[config.mk]
export PLATFORM = sky130hd
export DESIGN_NAME = dcache_port_arbiter
export DESIGN_NICKNAME = d
export VERILOG_FILES = /design/src/rtl/dcache_port_arbiter.sv
export SDC_FILE = /design/constraint.sdc
export NUM_CORES = 1
export LEC_CHECK = 0
export BUFFER_PORTS_ARGS = -buffer_cell sky130_fd_sc_hd__buf_2
export CORE_AREA = 2 2 116 118
export CTS_CLUSTER_DIAMETER = 100
export DETAILED_ROUTE_END_ITERATION = 6
export DIE_AREA = 0 0 118 120
export GPL_ROUTABILITY_DRIVEN = 0
export HOLD_SLACK_MARGIN = 0.03
export PLACE_DENSITY = 0.73
export SLEW_MARGIN = 20
export SYNTH_ARGS = -nofsm -noshare
export SYNTH_HDL_FRONTEND = slang
export SYNTH_SLANG_ARGS = --single-unit
[constraint.sdc]
create_clock -name i_clk -period 1.65 [get_ports i_clk]
set_input_delay 0.2475 -clock i_clk [delete_from_list [all_inputs] [get_ports i_clk]]
set_output_delay 0.2475 -clock i_clk [all_outputs]
set_load 0.005 [all_outputs]
[src/rtl/dcache_port_arbiter.sv]
`timescale 1ns/1ps
`default_nettype none
// ============================================================================
// Module  : dcache_port_arbiter
// Purpose : Two-port round-robin arbiter in front of a single-operation dcache.
//           Optional WAIT-state timeout abort enabled by DCACHE_ARB_TIMEOUT_EN.
// Revision: 1.0  initial release
// ============================================================================
module dcache_port_arbiter #(
    parameter int XLEN           = 32,
    parameter int TIMEOUT_CYCLES = 64
) (
    input  logic            i_clk,
    input  logic            i_reset,
    input  logic            i_req0_valid,
    input  logic            i_req0_rw,
    input  logic [XLEN-1:0] i_req0_addr,
    input  logic [XLEN-1:0] i_req0_wdata,
    input  logic            i_req1_valid,
    input  logic            i_req1_rw,
    input  logic [XLEN-1:0] i_req1_addr,
    input  logic [XLEN-1:0] i_req1_wdata,
    output logic            o_ack0,
    output logic            o_ack1,
    output logic            o_done0,
    output logic            o_done1,
    output logic [XLEN-1:0] o_rdata0,
    output logic [XLEN-1:0] o_rdata1,
    output logic            o_error0,
    output logic            o_error1,
    output logic            o_cache_start,
    output logic            o_cache_rw,
    output logic [XLEN-1:0] o_cache_addr,
    output logic [XLEN-1:0] o_cache_wdata,
    input  logic            i_cache_done,
    input  logic [XLEN-1:0] i_cache_data
);

    typedef enum logic [1:0] {
        S_IDLE  = 2'd0,
        S_ISSUE = 2'd1,
        S_WAIT  = 2'd2,
        S_RESP  = 2'd3
    } state_t;

    state_t          r_state;
    state_t          w_next;
    logic            r_grant;
    logic            r_last;
    logic            r_rw;
    logic [XLEN-1:0] r_addr;
    logic [XLEN-1:0] r_wdata;
    logic [XLEN-1:0] r_rdata;
    logic            r_error;
    logic            w_any;
    logic            w_win;
    logic            w_timeout;

    assign w_any = i_req0_valid | i_req1_valid;
    // On a tie the port not served last wins; otherwise the lone requester.
    assign w_win = (i_req0_valid & i_req1_valid) ? ~r_last : i_req1_valid;

`ifdef DCACHE_ARB_TIMEOUT_EN
    localparam int c_cnt_w = $clog2(TIMEOUT_CYCLES + 1);
    logic [c_cnt_w-1:0] r_tcnt;

    // A done arriving on the limit cycle takes priority over the abort.
    assign w_timeout = (r_state == S_WAIT) && !i_cache_done &&
                       (r_tcnt == c_cnt_w'(TIMEOUT_CYCLES - 1));

    always_ff @(posedge i_clk) begin
        if (i_reset) begin
            r_tcnt <= '0;
        end else if (r_state == S_ISSUE) begin
            r_tcnt <= '0;
        end else if (r_state == S_WAIT && !i_cache_done) begin
            r_tcnt <= r_tcnt + c_cnt_w'(1);
        end
    end
`else
    assign w_timeout = 1'b0;
`endif

    always_ff @(posedge i_clk) begin
        if (i_reset) begin
            r_state <= S_IDLE;
        end else begin
            r_state <= w_next;
        end
    end

    always_comb begin
        w_next = r_state;
        case (r_state)
            S_IDLE:  if (w_any) w_next = S_ISSUE;
            S_ISSUE: w_next = S_WAIT;
            S_WAIT:  if (i_cache_done || w_timeout) w_next = S_RESP;
            S_RESP:  w_next = S_IDLE;
            default: w_next = S_IDLE;
        endcase
    end

    always_ff @(posedge i_clk) begin
        if (i_reset) begin
            r_grant <= 1'b0;
            r_last  <= 1'b1;
            r_rw    <= 1'b0;
            r_addr  <= '0;
            r_wdata <= '0;
            r_rdata <= '0;
            r_error <= 1'b0;
        end else begin
            case (r_state)
                S_IDLE: begin
                    if (w_any) begin
                        r_grant <= w_win;
                        r_rw    <= w_win ? i_req1_rw    : i_req0_rw;
                        r_addr  <= w_win ? i_req1_addr  : i_req0_addr;
                        r_wdata <= w_win ? i_req1_wdata : i_req0_wdata;
                    end
                end
                S_WAIT: begin
                    if (i_cache_done) begin
                        r_rdata <= r_rw ? '0 : i_cache_data;
                        r_error <= 1'b0;
                    end else if (w_timeout) begin
                        r_rdata <= '0;
                        r_error <= 1'b1;
                    end
                end
                S_RESP:  r_last <= r_grant;
                default: ;
            endcase
        end
    end

    assign o_cache_start = (r_state == S_ISSUE);
    assign o_ack0        = (r_state == S_ISSUE) & ~r_grant;
    assign o_ack1        = (r_state == S_ISSUE) &  r_grant;
    assign o_done0       = (r_state == S_RESP)  & ~r_grant;
    assign o_done1       = (r_state == S_RESP)  &  r_grant;
    assign o_rdata0      = o_done0 ? r_rdata : '0;
    assign o_rdata1      = o_done1 ? r_rdata : '0;
    assign o_error0      = o_done0 & r_error;
    assign o_error1      = o_done1 & r_error;
    assign o_cache_rw    = r_rw;
    assign o_cache_addr  = r_addr;
    assign o_cache_wdata = r_wdata;

endmodule
`default_nettype wire

Word level (Yosys, flattened, before mapping)
Cells that the tools add are included.
{"block": "totals", "ff_bits": 101, "input_bits": 167, "output_inout_bits": 136}
{"block": "op_classes", "muxes": 10, "n_bitwise": 8, "n_reduce_logical": 4, "eq_ne": 5}
{"operator": "32-bit 2-to-1 mux", "count": 5}
{"operator": "2-bit one-hot mux with 4 select lines", "count": 1}
{"operator": "2-bit AND reduction", "count": 3}
{"operator": "1-bit bitwise AND", "count": 5}
{"operator": "2-bit == test, second input constant", "count": 2}
{"operator": "2-bit 2-to-1 mux", "count": 2}
{"operator": "2-bit != test, second input constant", "count": 2}
{"operator": "2-bit by 1-bit == test with 1-bit output, second input constant", "count": 1}
{"operator": "2-bit zero test", "count": 1}
{"operator": "1-bit 2-to-1 mux", "count": 2}
{"operator": "1-bit NOT", "count": 2}
{"operator": "1-bit bitwise OR", "count": 1}

Logic depth before layout (Yosys ltp)
Gate-level depths: netlist of the first run.
{"block": "logic_depth", "word_depth": 3, "depth_mapped": 7, "depth_no_buf": 5}

Least setup slack after synthesis of the first run
Ideal clock, no wire load.
{"block": "synth_timing", "kind": "reg2out", "from": "register r_state[0]", "to": "output port o_rdata0[22]", "slack_ns": 0.160, "stages_incl_launch_ff": 6, "required_time_ns": 1.402, "path_buffers": 1, "arrival_time_ns": 1.243, "path_cell_list": "dfxtp_1 ha_1 inv_1 nor2_1 clkbuf_1 and2_1"}
{"block": "synth_between", "elab_chain_len": 3}
{"item": "start: declaration", "line": "46", "text": "state_t r_state;"}
{"item": "start signal: assignment", "line": "88", "text": "r_state <= w_next;"}
{"item": "2-bit == test", "line": "140", "text": "assign o_done0 = (r_state == S_RESP) & ~r_grant;"}
{"item": "1-bit bitwise AND", "line": "140"}
{"item": "net o_done0", "line": "25", "text": "output logic o_done0,"}
{"item": "32-bit 2-to-1 mux", "line": "142", "text": "assign o_rdata0 = o_done0 ? r_rdata : '0;"}
{"item": "end: declaration", "line": "27", "text": "output logic [XLEN-1:0] o_rdata0,"}
The timed path passes the listed nets, and every way through them passes these cells.

Final worst setup path of the first run
{"block": "layout_timing", "from": "register r_state[1]", "to": "output port o_rdata0[10]"}
{"block": "layout_between", "elab_chain_len": 3}
{"item": "2-bit == test", "line": "140"}
{"item": "1-bit bitwise AND", "line": "140"}
{"item": "32-bit 2-to-1 mux", "line": "142"}
No other way between the ends.

==> impl_summary.log, run 1 <==
INFO  metric finalCritPeriodShare = 100.3%
INFO  metric vias_per_cell = 5.093
INFO  metric drive_gt1_share = 44.42%
INFO  metric numClockSinks = 101
INFO  metric synth-seq-cells = 101
INFO  metric cts_hold_buffers = 0
INFO  metric cts_max_level = 3
INFO  metric summed_instance_area_of_the_synthesized_netlist = 0.004991 mm^2
INFO  metric pwr-share-seq = between 30% and 40%
INFO  metric synth_warnings = 0
INFO  metric grt_first_pass_wirelength = 25500 um
INFO  metric hold_viol_final = 0
INFO  metric period_needed = 1.655 ns
INFO  metric rows = 42
INFO  metric number_of_antenna_violations_at_the_first_check_in_global_routing = 1
INFO  metric wp_data_arrival = 1.41 ns
INFO  metric tritoncts_clock_tree = built
INFO  metric floorplan.initialDensity = 38.45%
INFO  metric timing.setup.critical_path_class = flop to output pin
INFO  metric max_freq = 0.6042 GHz
INFO  metric violations_in_the_final_reports = negative setup slack
INFO  metric cts.reportedPaths.clkPinSlew = 0.07 ns
INFO  metric synth_area_per_inst = between 8 and 9 um^2
INFO  metric count_of_nets_after_finishing = roughly 1100
INFO  metric setup_violations = 1
INFO  metric io_pins = 303
INFO  metric drtIter0Drc = 339
INFO  metric yosys.area.top_type = sky130_fd_sc_hd__dfxtp_1
INFO  metric total_die_area = 0.01416 mm^2
INFO  metric fin_skew = 0.006257 ns
INFO  metric route.antenna.remaining_nets = 0
INFO  metric layout_commonest_cell = sky130_fd_sc_hd__buf_2
INFO  metric setup_slack = -0.005063 ns
INFO  metric worstSetupEndpointType = output pin
INFO  metric die-width = 118 um
INFO  metric place.detailed.instances = approximately 1100
INFO  metric port_buffers = 300
INFO  metric vias = 5465
INFO  metric rsz0062_at_grt = yes
INFO  metric fp.coreArea = 0.01298 mm^2
INFO  metric wl_final = 16440 um
INFO  metric wire_per_inst = 15.32 um
INFO  metric synth_seq_area_share = 40.51%
INFO  metric cellLeakagePower = 3.562 nW
INFO  metric clk-insertion-delay-late = approximately 0.34 ns
INFO  metric worst-path-max-fanout = 17
INFO  metric p_per_area = between 1000 and 1500 mW/mm^2
INFO  metric final_core_utilization = 55.15%
INFO  metric dp.final_hpwl = 11770 um
INFO  metric cts.path.max_buffers = 2
INFO  metric swShare = 36.14%
INFO  metric combinationalPowerShare = about 43%
INFO  metric cts_root_buffer = sky130_fd_sc_hd__clkbuf_16
INFO  metric cts_made_buffers = 9
INFO  metric drt_pass1_iterations = 4
INFO  metric yosysUniqueCellTypes = 25
INFO  metric final-instance-count-excl-fill = 1073
INFO  metric gr-usage-all-layers = about 22%
INFO  metric area_delta_synth_final = 43.42%
INFO  metric clock_power_share = 20.7%
INFO  metric status = complete, but fails checks
INFO  metric total_switching_power = 3.545 mW
INFO  metric drv_cap = 0
INFO  metric die_height = 120 um
INFO  metric yosysTopAreaCellShare = 40.51%
INFO  metric syn-instance-count = 615
INFO  metric grt_pass1_vias = 5137
INFO  metric pin_count_of_the_biggest_net_entering_global_routing = 45
INFO  metric crit_required = about 1.4 ns
INFO  metric power.internal = 6.264 mW
INFO  metric globalRoute.totalOverflow = 0
INFO  metric timing.hold.worst.class = input port to flop
INFO  metric layout.cells.most_common_list = sky130_fd_sc_hd__buf_2 (299), sky130_fd_sc_hd__dfxtp_1 (99), sky130_fd_sc_hd__nand2_1 (98), sky130_fd_sc_hd__a21oi_1 (98), sky130_fd_sc_hd__nor2_1 (69)
INFO  metric crit_path_start_kind = flop
INFO  metric slew_viol_final = 0
INFO  metric irDropWorstVdd = between 0.0007 and 0.0008 V
INFO  metric route.detailed.drc = 0
INFO  metric netlist_top_cells_area = sky130_fd_sc_hd__dfxtp_1 (41%), sky130_fd_sc_hd__a21oi_1 (9.8%), sky130_fd_sc_hd__a211oi_2 (9.8%), sky130_fd_sc_hd__nand2_1 (7.4%), sky130_fd_sc_hd__nand4b_1 (5.6%)
==> metrics by stage <==
step	cell area [um^2]	worst slack [ns]	hold slack, ns	setup TNS, ns	power [mW]
floorplan	4995	0.1596	0.3885	0	5.967
global placement	6750	0.1602	0.4465	0	7.547
detailed placement	6750	0.08292	0.4521	0	7.598
CTS	7132	-0.07616	0.1257	-3.227	9.770
global route	7156	-0.07838	0.1290	-2.829	10.49
finish	7158	-0.005063	0.1434	-0.005063	9.809
==> timing repair <==
item                                    in CTS  in global routing
gates cloned                                 1                  1
resized for setup                           13                  8
endpoints found under the setup margin      66                104
pin swaps                                    0                  1
buffers inserted                             4                  1
==> synth_stat cells <==
cell	number
sky130_fd_sc_hd__dfxtp_1	101
sky130_fd_sc_hd__conb_1	1
sky130_fd_sc_hd__o21a_1	2
sky130_fd_sc_hd__a211oi_1	26
sky130_fd_sc_hd__a211oi_2	39
sky130_fd_sc_hd__mux2i_1	1
sky130_fd_sc_hd__buf_2	14
sky130_fd_sc_hd__a22oi_1	1
sky130_fd_sc_hd__buf_6	2
sky130_fd_sc_hd__o21ai_1	1
sky130_fd_sc_hd__nor2b_1	2
sky130_fd_sc_hd__a21oi_1	98
sky130_fd_sc_hd__nor2_1	70
sky130_fd_sc_hd__buf_4	10
sky130_fd_sc_hd__nand4b_1	32
sky130_fd_sc_hd__ha_1	4
sky130_fd_sc_hd__inv_1	3
sky130_fd_sc_hd__a21boi_2	1
sky130_fd_sc_hd__a21bo_1	1
sky130_fd_sc_hd__nand2b_1	2
sky130_fd_sc_hd__and2_1	34
sky130_fd_sc_hd__and3_1	32
sky130_fd_sc_hd__nand2_1	98
sky130_fd_sc_hd__a211o_1	1
sky130_fd_sc_hd__clkbuf_1	39
==> worst max-delay path: stages (launching register included) <==
cell and delay [ns]:
sky130_fd_sc_hd__dfxtp_2 0.35, sky130_fd_sc_hd__ha_4 0.15, sky130_fd_sc_hd__inv_4 0.04, sky130_fd_sc_hd__nor2_4 0.09, sky130_fd_sc_hd__buf_6 0.17, sky130_fd_sc_hd__and2_1 0.15
sky130_fd_sc_hd__buf_2 0.11
==> area by class of cell <==
class                           count  area [um^2]
Fill cell                        1268         5822
Clock inverter                      3        20.02
Inverter                            3        13.76
Antenna cell                        1        2.502
Clock buffer                       12        266.5
Sequential cell                   101         2024
Tap cell                          176        220.2
Timing Repair Buffer              330         1887
Multi-Input combinational cell    447         2724
==> per-layer routing <==
metal  GRT usage (%)  part of all wire (%)  vias up
li1                -                     -     2681
met3           5.466                   6.4       30
met1           26.52                    41     2541
met4           10.47                   2.8        0
met2           37.57                    50      213
met5               0                     0        -
==> cells by family (layout without fill, tap and decap cells) <==
family          after synthesis  after routing  share of synthesized area [%]
compound gates              170            170                          24.67
fa+ha+maj                     4              4                          1.003
buf+inv                      68            348                          6.518
flops                       101            101                          40.51
mux                           1              1                         0.2006
other cells                   1              3                        0.07513
simple gates                270            270                          27.02
==> final timing paths <==
path	endpoint	slack, ns	depth (start not counted)	startpoint
worst min-delay path	o_cache_addr[19]$_SDFFE_PP0P_	0.14	3	i_req0_addr[19]
worst min register to register	r_rdata[9]$_SDFFE_PP0P_	0.46	2	r_rdata[9]$_SDFFE_PP0P_
worst max-delay path	o_rdata0[10]	-0.005	6	r_state[1]$_SDFFE_PP0P_
worst max register to register	o_cache_wdata[4]$_SDFFE_PP0P_	0.13	7	r_state[0]$_SDFFE_PP0P_
==> state kept, by name, indices dropped and copies added, names as in the netlist <==
register and flops:
o_cache_rw 1, r_rdata 32, r_grant 1, o_cache_wdata 32
r_state 2, r_last 1, o_cache_addr 32
==> power groups by stage <==
stage	Clock (mW)	Sequential, mW	Combinational (mW)
finish	2.03	3.59	4.19
global route	2.19	3.67	4.63
CTS	2.10	3.59	4.08
detailed placement	0	3.62	3.98
global placement	0	3.61	3.94
floorplan	0	3.65	2.32
(Power assumes the default switching activity.)
==> inputs of run 2 (changes only) <==
--- a/config.mk
+++ b/config.mk
@@ -5,14 +5,15 @@
 export SDC_FILE = /design/constraint.sdc
 export NUM_CORES = 1
 export LEC_CHECK = 0
+export ABC_AREA = 1
 export BUFFER_PORTS_ARGS = -buffer_cell sky130_fd_sc_hd__buf_2
-export CORE_AREA = 2 2 116 118
+export CORE_AREA = 2 2 118 120
 export CTS_CLUSTER_DIAMETER = 100
 export DETAILED_ROUTE_END_ITERATION = 6
-export DIE_AREA = 0 0 118 120
+export DIE_AREA = 0 0 120 122
 export GPL_ROUTABILITY_DRIVEN = 0
 export HOLD_SLACK_MARGIN = 0.03
-export PLACE_DENSITY = 0.73
+export PLACE_DENSITY = 0.72
 export SLEW_MARGIN = 20
 export SYNTH_ARGS = -nofsm -noshare
 export SYNTH_HDL_FRONTEND = slang
==> run 2 against run 1 <==
Largest cell class unchanged. Synthesized cell count rose by 37%. The run still ends with negative setup slack left. Sequential share of layout area is 1.1 points lower. Count of clock-buffer cells in the layout decreased by 1. Core utilization increased by 0.10 points. Area after synthesis is 3.4% higher. Cell area is 4.2% higher. Register-to-register slack lost 0.04 ns. Worst setup slack lost 0.037 ns. Flip-flop and latch count did not move. Maximum frequency shrank 2.2%.
==> impl_summary.log, run 2 <==
INFO  metric status = complete, but fails checks
INFO  metric violations_in_the_final_reports = negative setup slack
INFO  metric cts_root_buffer = sky130_fd_sc_hd__clkbuf_16
INFO  metric vias = 5847 (+7.0%)
INFO  metric synth_enable_flop_cells = 0 (unchanged)
INFO  metric finalCritPeriodShare = 102.5% (+2.2 points)
INFO  metric power.internal = 6.665 mW (+6.4%)
INFO  metric clk-insertion-delay-late = 0.34 ns (about the same)
INFO  metric globalRoute.totalOverflow = 0 (unchanged)
INFO  metric setup_slack = -0.04158 ns (-0.03652 ns)
INFO  metric grt_pass1_vias = 5117 (-0.39%)
INFO  metric pwr-share-seq = 33.7% (-2.9 points)
INFO  metric wp_data_arrival = 1.44 ns (+0.03 ns)
INFO  metric cts_made_buffers = 9 (unchanged)
INFO  metric fin_skew = 0.007651 ns (+0.001394 ns)
INFO  metric numClockSinks = 101 (unchanged)
INFO  metric total_die_area = 0.01464 mm^2 (+3.4%)
INFO  metric crit_path_start_kind = flop
INFO  metric combinationalPowerShare = 44.6% (+1.9 points)
INFO  metric timing.hold.worst.class = input port to flop
INFO  metric slew_viol_final = 0 (unchanged)
INFO  metric hold_viol_final = 0 (unchanged)
INFO  metric io_pins = 303 (unchanged)
INFO  metric summed_instance_area_of_the_synthesized_netlist = 0.005160 mm^2 (+3.4%)
INFO  metric fillers = 1404 (+11%)
INFO  metric timing.hold.worst_path_depth = 3 (unchanged)
INFO  metric crit_slowest_cell = sky130_fd_sc_hd__dfxtp_2
INFO  metric tritoncts_clock_tree = built
INFO  metric period_needed = 1.692 ns (+0.03652 ns)
INFO  metric yosysUniqueCellTypes = 19 (-24%)
INFO  metric wl_final = 16180 um (-1.6%)
INFO  metric post-synth-top-count-cell = sky130_fd_sc_hd__nor2_1
INFO  metric dp.final_hpwl = 11340 um (-3.6%)
INFO  metric grt_first_pass_wirelength = 24540 um (-3.8%)
INFO  metric synth_warnings = 0 (unchanged)
INFO  metric worst-path-max-fanout = 16 (-1)
INFO  metric syn-instance-count = 845 (+37%)
INFO  metric synth-seq-cells = 101 (unchanged)
INFO  metric count_of_nets_after_finishing = 1300 (+22%)
INFO  metric cts.path.max_buffers = 2 (unchanged)
INFO  metric yosys.area.top_type = sky130_fd_sc_hd__dfxtp_1
INFO  metric synth_area_per_inst = 6.106 um^2 (-25%)
INFO  metric drt_pass1_iterations = 7 (+3)
INFO  metric cell_chain_critical_path = ha_4 -> inv_2 -> nor2_4 -> inv_4 -> buf_12 -> nor2_2 -> buf_2
INFO  metric r2r_setup_slack = 0.09 ns (-0.04 ns)
INFO  metric number_of_antenna_violations_at_the_first_check_in_global_routing = 0 (-1)
INFO  metric final_core_utilization = 55.25% (+0.10 points)
INFO  metric die_height = 122 um (+1.7%)
INFO  metric total_switching_power = 3.733 mW (+5.3%)
INFO  metric floorplan.initialDensity = 38.21% (-0.24 points)
INFO  metric die-width = 120 um (+1.7%)
INFO  metric yosysTopAreaCellShare = 39.19% (-1.3 points)
INFO  metric rsz0062_at_grt = yes
INFO  metric async_flop_share = 0% (unchanged)
INFO  metric layout.cells.most_common_list = sky130_fd_sc_hd__buf_2 (300), sky130_fd_sc_hd__nor2_1 (258), sky130_fd_sc_hd__nand2_1 (171)
INFO  metric crit_required = 1.40 ns (about the same)
INFO  metric yosys-top-cells-count = sky130_fd_sc_hd__nor2_1 (262), sky130_fd_sc_hd__nand2_1 (172), sky130_fd_sc_hd__inv_1 (108), sky130_fd_sc_hd__dfxtp_1 (101)
INFO  metric swShare = 35.90% (-0.24 points)
INFO  metric worstSetupEndpointType = output pin
INFO  metric fp.coreArea = 0.01350 mm^2 (+4.0%)
INFO  metric pin_count_of_the_biggest_net_entering_global_routing = 52 (+16%)
INFO  metric gr-usage-all-layers = 20.66% (-1.6 points)
INFO  metric cellLeakagePower = 4.084 nW (+15%)
INFO  metric cts.reportedPaths.clkPinSlew = 0.07 ns (about the same)
INFO  metric synthFlopType = sky130_fd_sc_hd__dfxtp_1
INFO  metric timing.setup.critical_path_class = flop to output pin
INFO  metric synth_seq_area_share = 39.19% (-1.3 points)
INFO  metric layout_commonest_cell = sky130_fd_sc_hd__buf_2
INFO  metric route.antenna.remaining_nets = 0 (unchanged)
INFO  metric area_delta_synth_final = 44.59%
INFO  metric wire_per_inst = 12.33 um (-20%)
INFO  metric drtIter0Drc = 204 (-40%)
INFO  metric hold_ws = 0.1664 ns (+0.02299 ns)
INFO  metric reg2reg_depth = 10 (+3)
INFO  metric irDropWorstVdd = 0.0005848 V (-23%)
INFO  metric antenna-diode-count = 0 (-1)
INFO  metric port_buffers = 300 (unchanged)
INFO  metric cts_max_level = 3 (unchanged)
INFO  metric vias_per_cell = 4.453 (-13%)
INFO  metric rows = 43 (+2.4%)
INFO  metric p_per_area = 1394 mW/mm^2 (+1.7%)
INFO  metric max_freq = 0.5912 GHz (-2.2%)
INFO  metric drive_gt1_share = 31.95% (-12 points)
INFO  metric cts_hold_buffers = 0 (unchanged)
INFO  metric setup_violations = 14 (+13)
INFO  metric timing.critical_path.slowest_cell_delay = 0.36 ns (about the same)
INFO  metric final_cell_area_excluding_filler_cells = 0.007461 mm^2 (+4.2%)
INFO  metric drv_cap = 0 (unchanged)
INFO  metric post_dp_cell_area = 0.006812 mm^2 (+0.91%)
INFO  metric clock_power_share = 21.7% (+1.0 points)
INFO  metric route.detailed.drc = 0 (unchanged)
INFO  metric netlist_top_cells_area = sky130_fd_sc_hd__dfxtp_1 (39%), sky130_fd_sc_hd__nor2_1 (19%), sky130_fd_sc_hd__nand2_1 (13%), sky130_fd_sc_hd__inv_1 (7.9%), sky130_fd_sc_hd__a21oi_1 (3.4%)
run 2: changes by cell type in the layout (fill, tap and decap cells not counted), moves of 32 or more:
cell                       previous run  this run
sky130_fd_sc_hd__nand4b_1            32         0
sky130_fd_sc_hd__a211oi_2            39         0
sky130_fd_sc_hd__and2_1              32         0
sky130_fd_sc_hd__nor2_1              69       258
sky130_fd_sc_hd__inv_1                1       103
sky130_fd_sc_hd__a21oi_1             98        35
sky130_fd_sc_hd__nand2_1             98       171
sky130_fd_sc_hd__and3_1              32         0
sky130_fd_sc_hd__o21ai_1              0        35
sky130_fd_sc_hd__nand3_1              0        35
sky130_fd_sc_hd__o21ai_0              0        32
run 2: power groups by stage:
stage          sequential, mW  combinational (mW)  clock (mW)
6_report                 3.50                4.64        2.26
5_1_grt                  3.59                5.18        2.41
4_1_cts                  3.50                4.04        2.32
3_5_place_dp             3.52                3.85           0
3_3_place_gp             3.51                3.82           0
2_1_floorplan            3.56                2.47           0
run 2: area by class of cell:
cell class,count,area (um^2),share of cell area (%)
repair buffers,328,2027,27.17
well taps,180,225.2,3.019
multi-input cells,579,2450,32.84
inverters,110,417.9,5.601
clock buffers,11,242.7,3.253
flip-flops and latches,101,2026,27.15
clock inverters,4,72.57,0.9727
run 2: metal layers:
layer / GRT usage, % / vias to the layer above / share of wire (%)
met5: 0 / - / 0
met4: 8.235 / 0 / 2.0
met3: 5.946 / 20 / 7.8
met2: 35.26 / 231 / 48
met1: 24.45 / 2507 / 42
li1: - / 3089 / -
run 2: metrics by stage:
stage | power (mW) | instances | TNS, ns | setup WS [ns]
finish | 10.40 | 1313 | -0.1483 | -0.04158
global route | 11.17 | 1313 | -3.721 | -0.1083
CTS | 9.865 | 1307 | -0.8837 | -0.06660
detailed placement | 7.378 | 1287 | 0 | 0.07217
global placement | 7.330 | 1287 | 0 | 0.1212
floorplan | 6.030 | 846 | 0 | 0.2971
run 2: what timing repair did:
action	in CTS	in global routing
endpoints found under the hold margin	0	0
buffers inserted	3	1
resized for setup	15	17
cloned	2	5
endpoints found under the setup margin	57	141
pin swaps	3	2
run 2: final timing paths:
path	startpoint	to
max	r_state[0]$_SDFFE_PP0P_	o_rdata0[13]
min reg2reg	r_rdata[16]$_SDFFE_PP0P_	r_rdata[16]$_SDFFE_PP0P_
max reg2reg	r_state[0]$_SDFFE_PP0P_	o_cache_rw$_SDFFE_PP0P_
min	i_cache_data[6]	r_rdata[6]$_SDFFE_PP0P_
run 2: worst max-delay path: cells and delay by family (launching register included):
| family | cells | cell delay (ns) |
|---|---|---|
| buffers and inverters | 4 | 0.40 |
| adder cells (fa/ha/maj) | 1 | 0.14 |
| AND/OR/NAND/NOR | 2 | 0.21 |
| flip-flops | 1 | 0.36 |
run 2: kinds of logic (layout without fill, tap and decap cells):
family / after synthesis / count (layout) / share of synthesized area (%)
and+or+nand+nor: 471 / 471 / 35.31
buffers and inverters: 166 / 453 / 14.57
AOI/OAI and AO/OA: 102 / 102 / 9.893
DFF: 101 / 101 / 39.19
adders and majority gates: 4 / 4 / 0.9700
other: 1 / 2 / 0.07268
==> inputs of run 3 (changes only) <==
--- a/config.mk
+++ b/config.mk
@@ -7,13 +7,15 @@
 export LEC_CHECK = 0
 export ABC_AREA = 1
 export BUFFER_PORTS_ARGS = -buffer_cell sky130_fd_sc_hd__buf_2
-export CORE_AREA = 2 2 118 120
+export CELL_PAD_IN_SITES_DETAIL_PLACEMENT = 0
+export CELL_PAD_IN_SITES_GLOBAL_PLACEMENT = 2
+export CORE_AREA = 5 5 163 165
 export CTS_CLUSTER_DIAMETER = 100
 export DETAILED_ROUTE_END_ITERATION = 6
-export DIE_AREA = 0 0 120 122
+export DIE_AREA = 0 0 168 170
 export GPL_ROUTABILITY_DRIVEN = 0
 export HOLD_SLACK_MARGIN = 0.03
-export PLACE_DENSITY = 0.72
+export PLACE_DENSITY_LB_ADDON = 0.1
 export SLEW_MARGIN = 20
 export SYNTH_ARGS = -nofsm -noshare
 export SYNTH_HDL_FRONTEND = slang
==> run 3 against run 2 <==
The flow still finishes with violations (negative setup slack). Maximum frequency decreased by 1.4%. Sequential power about the same. Sequential share of layout area shrank 0.86 points. First-iteration DRC count is 52% higher. Power is 2.0% higher. Count of clock-buffer cells in the layout is 1 higher. Via count is 1.7% higher. Clock skew rose by 0.0018 ns. Combinational power is 9.1% higher.
==> impl_summary.log, run 3 (synthesis results as in run 2) <==
INFO  metric crit_slowest_cell = sky130_fd_sc_hd__dfxtp_2
INFO  metric wl_final = 21420 um (+32%)
INFO  metric drtIter0Drc = 310 (+52%)
INFO  metric violations_in_the_final_reports = negative setup slack
INFO  metric numClockSinks = 101 (unchanged)
INFO  metric critPathBufInv = 4 (unchanged)
INFO  metric io_pins = 303 (unchanged)
INFO  metric cts_root_buffer = sky130_fd_sc_hd__clkbuf_16
INFO  metric post-place-ws = 0.08198 ns (+0.009813 ns)
INFO  metric cts.reportedPaths.clkPinSlew = 0.07 ns (about the same)
INFO  metric setup_slack = -0.06474 ns (-0.02316 ns)
INFO  metric timing.setup.critical_path_class = flop to output pin
INFO  metric fp.coreArea = 0.02489 mm^2 (+84%)
INFO  metric grt_first_pass_wirelength = 32170 um (+31%)
INFO  metric pin_count_of_the_biggest_net_entering_global_routing = 45 (-13%)
INFO  metric globalRoute.totalOverflow = 0 (unchanged)
INFO  metric crit_path_start_kind = flop
INFO  metric clk-insertion-delay-late = 0.35 ns (about the same)
INFO  metric route.layer.met1.wl = 9216 um (+36%)
INFO  metric total_die_area = 0.02856 mm^2 (+95%)
INFO  metric worstSetupEndpointType = output pin
INFO  metric crit_required = 1.40 ns (about the same)
INFO  metric grt_pass1_vias = 5942 (+16%)
INFO  metric cts.path.max_buffers = 2 (unchanged)
INFO  metric fillers = 2845 (+100%)
INFO  metric gr-usage-all-layers = 14.05% (-6.6 points)
INFO  metric cts_max_level = 3 (unchanged)
INFO  metric tritoncts_clock_tree = built
INFO  metric area_delta_synth_final = 49.32%
INFO  metric floorplan.initialDensity = 20.73% (-17 points)
INFO  metric timing.hold.worst.class = input port to flop
INFO  metric period_needed = 1.715 ns (+0.02316 ns)
INFO  metric number_of_antenna_violations_at_the_first_check_in_global_routing = 4 (+4)
INFO  metric die_height = 170 um (+39%)
INFO  metric final_core_utilization = 30.95% (-24 points)
INFO  metric layout_commonest_cell = sky130_fd_sc_hd__buf_2
INFO  metric die-width = 168 um (+40%)
INFO  metric layout.cells.most_common_list = sky130_fd_sc_hd__buf_2 (300), sky130_fd_sc_hd__nor2_1 (254), sky130_fd_sc_hd__nand2_1 (170)
INFO  metric worst-path-max-fanout = 8 (-8)
INFO  metric route.antenna.remaining_nets = 0 (unchanged)
INFO  metric slew_viol_final = 0 (unchanged)
INFO  metric rows = 58 (+35%)
INFO  metric route.detailed.drc = 0 (unchanged)
INFO  metric status = complete, but fails checks
INFO  metric top_routing_layer_in_use = met5
INFO  metric drt_pass1_iterations = 4 (-3)
INFO  metric final-instance-count-excl-fill = 1477 (+12%)
INFO  metric port_buffers = 300 (unchanged)
INFO  metric dp.final_hpwl = 15280 um (+35%)
INFO  metric met3WireLength = 1510 um (+20%)
INFO  metric irDropWorstVdd = 0.0004670 V (-20%)
INFO  metric drive_gt1_share = 32.93% (+0.98 points)
INFO  metric wl_met2 = 10370 um (+33%)
INFO  metric max_freq = 0.5832 GHz (-1.4%)
INFO  metric setup-tns-final = -1.619 ns (-1.471 ns)
INFO  metric setup_violations = 32 (+18)
INFO  metric final_cell_area_excluding_filler_cells = 0.007705 mm^2 (+3.3%)
INFO  metric hold_viol_final = 0 (unchanged)
INFO  metric cell_chain_critical_path = ha_4 -> inv_2 -> nor2_4 -> inv_6 -> buf_12 -> nor2_1 -> buf_2
INFO  metric wire_per_inst = 14.50 um (+18%)
INFO  metric post_dp_cell_area = 0.007032 mm^2 (+3.2%)
INFO  metric place.detailed.instances = 1443 (+12%)
INFO  metric cts_hold_buffers = 0 (unchanged)
INFO  metric p_per_area = 1377 mW/mm^2 (-1.2%)
INFO  metric finalCritPeriodShare = 103.9% (+1.4 points)
INFO  metric vias = 5945 (+1.7%)
INFO  metric cellLeakagePower = 4.111 nW (+0.67%)
INFO  metric fin_skew = 0.009410 ns (+0.001758 ns)
INFO  metric drv_cap = 0 (unchanged)
INFO  metric vias_per_cell = 4.025 (-9.6%)
INFO  metric timing.critical_path.max_delay_family = buffers and inverters
INFO  metric timing.critical_path.slowest_cell_delay = 0.36 ns (about the same)
INFO  metric wp_data_arrival = 1.47 ns (+0.03 ns)
INFO  metric count_of_nets_after_finishing = 1311 (+0.85%)
INFO  metric rsz0062_at_grt = yes
INFO  metric cts_made_buffers = 9 (unchanged)
==> run 3: metal layers <==
layer | up-vias | track usage [%]
li1 | 3120 | -
met3 | 20 | 4.297
met1 | 2619 | 17.09
met4 | 6 | 4.164
met5 | - | 0
met2 | 180 | 24.00
==> run 3: worst reg2reg max path: cells and delay by family, from the launching register on <==
| family | cells | cell delay, ns |
|---|---|---|
| adder cells (fa/ha/maj) | 1 | 0.14 |
| buffers and inverters | 6 | 0.74 |
| AND/OR/NAND/NOR | 4 | 0.30 |
| flip-flops | 1 | 0.34 |
==> run 3: power by group <==
group,internal (mW),switching (mW),leakage [nW]
Clock,1.04,0.985,0.127
Sequential,3.14,0.377,0.832
Combinational,2.35,2.71,3.15
==> run 3: final cells by class <==
| class | instances | area [um^2] | area share (%) |
|---|---|---|---|
| Multi-Input combinational cell | 579 | 2471 | 32.07 |
| Timing Repair Buffer | 339 | 2097 | 27.22 |
| Sequential cell | 101 | 2026 | 26.29 |
| Inverter | 110 | 422.9 | 5.489 |
| Tap cell | 330 | 412.9 | 5.359 |
| Clock buffer | 12 | 236.5 | 3.069 |
| Clock inverter | 4 | 33.78 | 0.4385 |
| Antenna cell | 2 | 5.005 | 0.06496 |
==> run 3: what timing repair did <==
| action | 4_1_cts | 5_1_grt |
|---|---|---|
| endpoints found under the setup margin | 65 | 100 |
| gates cloned | 3 | 5 |
| buffers inserted | 2 | 6 |
| resized for setup | 24 | 20 |
| pin swaps | 4 | 5 |
| endpoints found under the hold margin | 0 | 0 |
==> run 3: path summary, 6_finish.rpt <==
check / from / to / slack (ns) / depth (start not counted)
max: r_state[1]$_SDFFE_PP0P_ / o_rdata0[8] / -0.06 / 7
min: i_cache_data[19] / r_rdata[19]$_SDFFE_PP0P_ / 0.16 / 3
min reg2reg: r_last$_SDFFE_PP1N_ / r_last$_SDFFE_PP1N_ / 0.46 / 2
max reg2reg: r_state[0]$_SDFFE_PP0P_ / o_cache_addr[16]$_SDFFE_PP0P_ / 0.04 / 11
==> run 3: metrics by stage <==
step	hold slack, ns	total power, mW
finish	0.1567	10.61
global route	0.1458	11.55
CTS	0.1388	10.08
detailed placement	0.4540	7.715
global placement	0.4441	7.743
floorplan	0.4082	6.030
